`config.mk`:
```
export PLATFORM = sky130hd
export DESIGN_NAME = alu_operand_stage_flat
export DESIGN_NICKNAME = d
export VERILOG_FILES = /design/src/rtl/alu_operand_stage_if.sv /design/src/rtl/alu_operand_stage.sv /design/src/flat_wrapper.sv
export SDC_FILE = /design/constraint.sdc
export NUM_CORES = 1
export LEC_CHECK = 0
export ABC_AREA = 0
export CAP_MARGIN = 15
export CORE_UTILIZATION = 59
export DETAILED_ROUTE_END_ITERATION = 8
export PLACE_DENSITY = 0.89
export SKIP_LAST_GASP = 1
export SYNTH_ARGS = -nofsm -noshare
export SYNTH_HDL_FRONTEND = slang
export SYNTH_SLANG_ARGS = --single-unit
```
`constraint.sdc`:
```
create_clock -name i_clk -period 4.95 [get_ports i_clk]
set_input_delay 0.99 -clock i_clk [delete_from_list [all_inputs] [get_ports i_clk]]
set_output_delay 0.99 -clock i_clk [all_outputs]
set_load 0.01 [all_outputs]
```
`src/rtl/alu_operand_stage_if.sv`:
```
// rtl/alu_operand_stage_if.sv - instruction handshake and ALU operand/result bus for alu_operand_stage
interface alu_operand_stage_if #(
  parameter int DW = 8
);
  logic          instr_valid;
  logic          instr_ready;
  logic [15:0]   instr;
  logic [DW-1:0] imm;
  logic [DW-1:0] alu_in1;
  logic [DW-1:0] alu_in2;
  logic [3:0]    alu_mode;
  logic [DW-1:0] alu_out;
  logic          alu_zero;
  logic          alu_carry;

  // The issue stage itself
  modport slave (
    input  instr_valid, instr, imm, alu_out, alu_zero, alu_carry,
    output instr_ready, alu_in1, alu_in2, alu_mode
  );

  // Instruction source plus the combinational ALU
  modport master (
    output instr_valid, instr, imm, alu_out, alu_zero, alu_carry,
    input  instr_ready, alu_in1, alu_in2, alu_mode
  );
endinterface

```
`src/rtl/alu_operand_stage.sv`:
```
// rtl/alu_operand_stage.sv - issue/writeback stage around an 8-bit ALU; optional debug RF read port under DBG_RF_PORT_EN
module alu_operand_stage #(
  parameter int NREG = 8,
  parameter int DW   = 8
) (
  input  logic                  i_clk,
  input  logic                  i_rst,
  alu_operand_stage_if.slave    bus,
  output logic                  o_done,
  output logic                  o_err,
  output logic                  o_flag_z,
  output logic                  o_flag_c
`ifdef DBG_RF_PORT_EN
  ,
  input  logic [2:0]            i_dbg_addr,
  output logic [DW-1:0]         o_dbg_data
`endif
);

  typedef enum logic [1:0] {S_IDLE, S_EXEC, S_WB} state_t;

  localparam logic [3:0] OP_ADD = 4'd0;
  localparam logic [3:0] OP_SUB = 4'd1;
  localparam logic [3:0] OP_CMP = 4'd2;
  localparam logic [3:0] OP_AND = 4'd3;
  localparam logic [3:0] OP_OR  = 4'd4;
  localparam logic [3:0] OP_XOR = 4'd5;

  state_t        r_state;
  logic [DW-1:0] r_rf [NREG];
  logic [2:0]    r_rd;
  logic [3:0]    r_mode;
  logic [DW-1:0] r_in1;
  logic [DW-1:0] r_in2;
  logic [DW-1:0] r_res;
  logic          r_cz;
  logic          r_cc;
  logic          r_ready;
  logic          r_done;
  logic          r_err;
  logic          r_fz;
  logic          r_fc;

  logic [3:0]    w_op;
  logic [2:0]    w_rd;
  logic [2:0]    w_rs1;
  logic [2:0]    w_rs2;
  logic          w_use_imm;
  logic [DW-1:0] w_op_a;
  logic [DW-1:0] w_op_b;
  logic          w_illegal;
  logic          w_unused;

  // Decode the presented instruction and read both operands; R0 is hard zero
  always_comb begin
    w_op      = bus.instr[15:12];
    w_rd      = bus.instr[11:9];
    w_rs1     = bus.instr[8:6];
    w_rs2     = bus.instr[5:3];
    w_use_imm = bus.instr[0];
    w_op_a    = (w_rs1 == 3'd0) ? '0 : r_rf[w_rs1];
    w_op_b    = w_use_imm ? bus.imm : ((w_rs2 == 3'd0) ? '0 : r_rf[w_rs2]);
    w_illegal = (r_mode > OP_XOR);
    w_unused  = ^bus.instr[2:1];
  end

  // IDLE -> EXEC -> WB sequencer; ALU drive, result capture and writeback are all registered
  always_ff @(posedge i_clk) begin
    if (i_rst) begin
      for (int i = 0; i < NREG; i++) r_rf[i] <= '0;
      r_state <= S_IDLE;
      r_rd    <= '0;
      r_mode  <= '0;
      r_in1   <= '0;
      r_in2   <= '0;
      r_res   <= '0;
      r_cz    <= 1'b0;
      r_cc    <= 1'b0;
      r_ready <= 1'b1;
      r_done  <= 1'b0;
      r_err   <= 1'b0;
      r_fz    <= 1'b0;
      r_fc    <= 1'b0;
    end else begin
      r_done <= 1'b0;
      r_err  <= 1'b0;
      case (r_state)
        S_IDLE: begin
          if (bus.instr_valid) begin
            r_rd    <= w_rd;
            r_mode  <= w_op;
            r_in1   <= w_op_a;
            r_in2   <= w_op_b;
            r_ready <= 1'b0;
            r_state <= S_EXEC;
          end
        end
        S_EXEC: begin
          r_res   <= bus.alu_out;
          r_cz    <= bus.alu_zero;
          r_cc    <= bus.alu_carry;
          r_done  <= 1'b1;
          r_err   <= w_illegal;
          r_state <= S_WB;
        end
        S_WB: begin
          case (r_mode)
            OP_ADD, OP_SUB: begin
              if (r_rd != 3'd0) r_rf[r_rd] <= r_res;
              r_fz <= (r_res == '0);
              r_fc <= r_cc;
            end
            OP_CMP: begin
              r_fz <= r_cz;
              r_fc <= r_cc;
            end
            OP_AND, OP_OR, OP_XOR: begin
              if (r_rd != 3'd0) r_rf[r_rd] <= r_res;
              r_fz <= (r_res == '0);
              r_fc <= 1'b0;
            end
            default: ;
          endcase
          r_ready <= 1'b1;
          r_state <= S_IDLE;
        end
        default: begin
          r_ready <= 1'b1;
          r_state <= S_IDLE;
        end
      endcase
    end
  end

  assign bus.instr_ready = r_ready;
  assign bus.alu_in1     = r_in1;
  assign bus.alu_in2     = r_in2;
  assign bus.alu_mode    = r_mode;
  assign o_done          = r_done;
  assign o_err           = r_err;
  assign o_flag_z        = r_fz;
  assign o_flag_c        = r_fc;

`ifdef DBG_RF_PORT_EN
  assign o_dbg_data = (i_dbg_addr == 3'd0) ? '0 : r_rf[i_dbg_addr];
`endif

endmodule

```
`src/flat_wrapper.sv`:
```
// flat-port wrapper written by rule: the top's interface ports become plain ports
module alu_operand_stage_flat 
#(
  parameter int NREG = 8,
  parameter int DW   = 8
)
  (i_clk, i_rst, o_done, o_err, o_flag_z, o_flag_c, bus_instr_valid, bus_instr, bus_imm, bus_alu_out, bus_alu_zero, bus_alu_carry, bus_instr_ready, bus_alu_in1, bus_alu_in2, bus_alu_mode);
  alu_operand_stage_if #(.DW(DW)) bus_i ();
  input  logic i_clk;
  input  logic i_rst;
  output logic o_done;
  output logic o_err;
  output logic o_flag_z;
  output logic o_flag_c;
  input wire logic [$bits(bus_i.instr_valid)-1:0] bus_instr_valid;
  input wire logic [$bits(bus_i.instr)-1:0] bus_instr;
  input wire logic [$bits(bus_i.imm)-1:0] bus_imm;
  input wire logic [$bits(bus_i.alu_out)-1:0] bus_alu_out;
  input wire logic [$bits(bus_i.alu_zero)-1:0] bus_alu_zero;
  input wire logic [$bits(bus_i.alu_carry)-1:0] bus_alu_carry;
  output wire logic [$bits(bus_i.instr_ready)-1:0] bus_instr_ready;
  output wire logic [$bits(bus_i.alu_in1)-1:0] bus_alu_in1;
  output wire logic [$bits(bus_i.alu_in2)-1:0] bus_alu_in2;
  output wire logic [$bits(bus_i.alu_mode)-1:0] bus_alu_mode;
  assign bus_i.instr_valid = bus_instr_valid;
  assign bus_i.instr = bus_instr;
  assign bus_i.imm = bus_imm;
  assign bus_i.alu_out = bus_alu_out;
  assign bus_i.alu_zero = bus_alu_zero;
  assign bus_i.alu_carry = bus_alu_carry;
  assign bus_instr_ready = bus_i.instr_ready;
  assign bus_alu_in1 = bus_i.alu_in1;
  assign bus_alu_in2 = bus_i.alu_in2;
  assign bus_alu_mode = bus_i.alu_mode;
  alu_operand_stage #(.NREG(NREG), .DW(DW)) u_core (.i_clk(i_clk), .i_rst(i_rst), .bus(bus_i), .o_done(o_done), .o_err(o_err), .o_flag_z(o_flag_z), .o_flag_c(o_flag_c));
endmodule
```
==> impl_metrics.yaml <==
status:
  outcome: "finished, final reports clean"
floorplanning:
  rows: 31
  die_w_microns: 90.2
  die_height_microns: 90.2
  die_area_sq_um: 8140
  boundaryPins: 62
  start_util_pct: 62.3
  coreArea_sq_um: 7370
synthesis:
  synth_area_leaders: "edfxtp_1 37%, dfxtp_1 17%, and2_1 7.6%"
  synthFlopType: "edfxtp_1"
  syn_area_per_cell_sq_um: 11.2
  async_flop_share_pct: 0
  synth_seq_area_share_pct: 54.1
  synth_nets: 447
  syn_area_sq_um: 4590
  yosys_warnings: 0
  yosys.area.top_type: "edfxtp_1"
  synth_cell_types: 41
  netlist_instances: 410
  synth_edf_count: 56
  ys_ff_latch: 96
  netlist_top_cells_count: "56 x and2_1, 56 x edfxtp_1, 49 x nand2_1"
  yosysTopAreaCellShare_pct: 36.6
clock_tree:
  cts_tree: "yes"
  post_cts_buffers: 0
  cts.repair.resized: 0
  cts_made_buffers: 9
  cts.sinks: 96
  cts_max_level: 3
  clk_path_buf_depth: 2
  clock_latency_ps: 360
  path_clk_slew_ps: 90
  cts_hold_buf: 0
  cts-root-buf: "clkbuf_8"
timing:
  final.setup_skew_ps: 12.7
  min_period_ps: 2920
  setup-violations-final: 0
  min_period_over_period_pct: 59.0
  fin_setup_tns_ps: 0
  relSlewSlack_pct: 32.6
  worstMarginPinSlew_ps: 1010
  fmax_ghz: 0.342
  rsz0062_at_grt: "no"
  maxSlewViolCount: 0
  finalHoldViolCount: 0
final_layout:
  utilization_pct: 73.5
  layout.cells.non_filler: 563
  drive_gt1_share_pct: 9.48
  insertedDiodeCount: 0
  final_nets: 496
  area_growth_pct: 18.0
power_and_ir_drop:
  power_density_nw_per_um2: 301
  switching_share_pct: 24.7
  switchingPower_mw: 0.403
  pwr-share-comb_pct: 12.6
  finalPower_mw: 1.63
  power.leakage_nw: 2.00
  p_int_mw: 1.23
  pwr-share-clk_pct: 31.6
  power.share.sequential_pct: 55.8
  vdd_drop_max_mv: 0.199
detailed_routing:
  drt_iter0_drc: 291
  wl_per_cell_microns: 19.3
  vias: 3419
  drt-total-wl_mm: 10.9
  drcViolationCount: 0
  vias_per_cell: 6.07
  antenna_left: 0
  dr.pass1.iters: 5
worst_hold_path:
  min_path_type: "register to register"
global_route:
  grt_pass1_wl_mm: 18.1
  grt_max_degree: 50
  overflow: 0
  grt_usage_pct: 29.0
  antenna_found_initial: 0
  first_global_vias: 3457
setup_path:
  crit_required_ps: 4990
  end_kind: "register"
  crit_type: "input port to register"
  start_kind: "input port"
  crit_fanout: 9
  arrival_ps: 2960
placement:
  place_hpwl_mm: 7.67
  routabilityCongestion: 0.825
  port_buffers: 59
  dp.cells: 547
job:
  maxCapViolCount: 0
[placed cells by master, fill, tap and decap left out, types with 2 or more instances in the layout]
| cell | n |
|---|---|
| clkdlybuf4s50_1 | 59 |
| and2_1 | 56 |
| edfxtp_1 | 56 |
| nand2_1 | 49 |
| dfxtp_1 | 40 |
| a21oi_1 | 37 |
| mux2i_1 | 27 |
| nor2_1 | 14 |
| nor3_1 | 12 |
| nor2b_1 | 9 |
| clkbuf_8 | 9 |
| mux4_2 | 8 |
| a211oi_1 | 8 |
| or2_2 | 7 |
| o22ai_1 | 7 |
| and3_1 | 5 |
| mux2_2 | 5 |
| a221oi_1 | 5 |
| nand2b_1 | 5 |
| nor3b_2 | 4 |
| o211ai_1 | 4 |
| buf_4 | 4 |
| inv_1 | 3 |
| o32ai_1 | 3 |
| mux4_1 | 3 |
| o2111a_1 | 2 |
| and3b_1 | 2 |
| or3_1 | 2 |
| nor4_1 | 2 |
| clkbuf_1 | 2 |
| clkbuf_16 | 2 |
[routing by layer]
metal / routed length, microns / GRT usage, % / vias to the layer above
met1: 4470 / 37.8 / 1651
met5: 0 / 0 / -
met2: 5470 / 48.7 / 157
met3: 713 / 4.15 / 21
li1: - / - / 1590
met4: 224 / 12.0 / 0
[sequential cells by signal, indices dropped and copies added, names as in the netlist]
name	cells
u_core.r_res	8
u_core.bus.alu_mode	4
u_core.bus.alu_in2	8
u_core.bus.instr_ready	1
u_core.r_cc	1
u_core.r_rd	3
u_core.o_flag_z	1
u_core.o_err	1
u_core.o_done	1
u_core.bus.alu_in1	8
u_core.r_cz	1
u_core.o_flag_c	1
u_core.r_rf	56
u_core.r_state	2
[critical path: stages]
cell	delay (ps)
clkdlybuf4s50_1	490
nor3b_2	250
o2111ai_1	300
nor3_2	550
or2_2	380
[worst paths after layout]
check                     from                 to  slack, ps  cells past startpoint
max                      i_rst  u_core.r_rf[4][0]       2030                      5
max reg2reg  u_core.r_state[1]  u_core.r_rf[4][0]       2570                      4
min reg2reg        u_core.r_cz        u_core.r_cz        460                      2
min                u_core.r_cz        u_core.r_cz        460                      2
[power by group through the flow]
stage | logic, mW | registers (mW) | clock network (mW)
6_report | 0.206 | 0.909 | 0.516
3_3_place_gp | 0.198 | 0.922 | 0
5_1_grt | 0.223 | 0.914 | 0.552
4_1_cts | 0.206 | 0.908 | 0.518
3_5_place_dp | 0.204 | 0.926 | 0
2_1_floorplan | 0.114 | 0.921 | 0
[kinds of logic after synthesis]
logic type	Yosys count	share of synthesized area (%)
muxes	43	12.8
buffers and inverters	28	2.81
and+or+nand+nor	172	20.6
AOI/OAI and AO/OA	71	9.81
DFF	96	54.1
[through the flow]
step | instance area [sq um] | setup slack, ps | hold WS, ps
2_1_floorplan | 4590 | 2650 | 437
4_1_cts | 5420 | 2050 | 465
3_5_place_dp | 5220 | 1710 | 452
5_1_grt | 5420 | 1880 | 485
6_report | 5420 | 2030 | 463
3_3_place_gp | 5220 | 1780 | 446
[final cells by class]
| type | instances | area (sq um) |
|---|---|---|
| clock buffer | 13 | 181 |
| clock inverter | 3 | 20.0 |
| fill | 516 | 1950 |
| inverter | 3 | 11.3 |
| multi-input combinational | 286 | 1980 |
| sequential | 96 | 2480 |
| tap | 99 | 124 |
| timing repair buffer | 63 | 621 |
No activity file was read; power rests on OpenSTA's default activity.
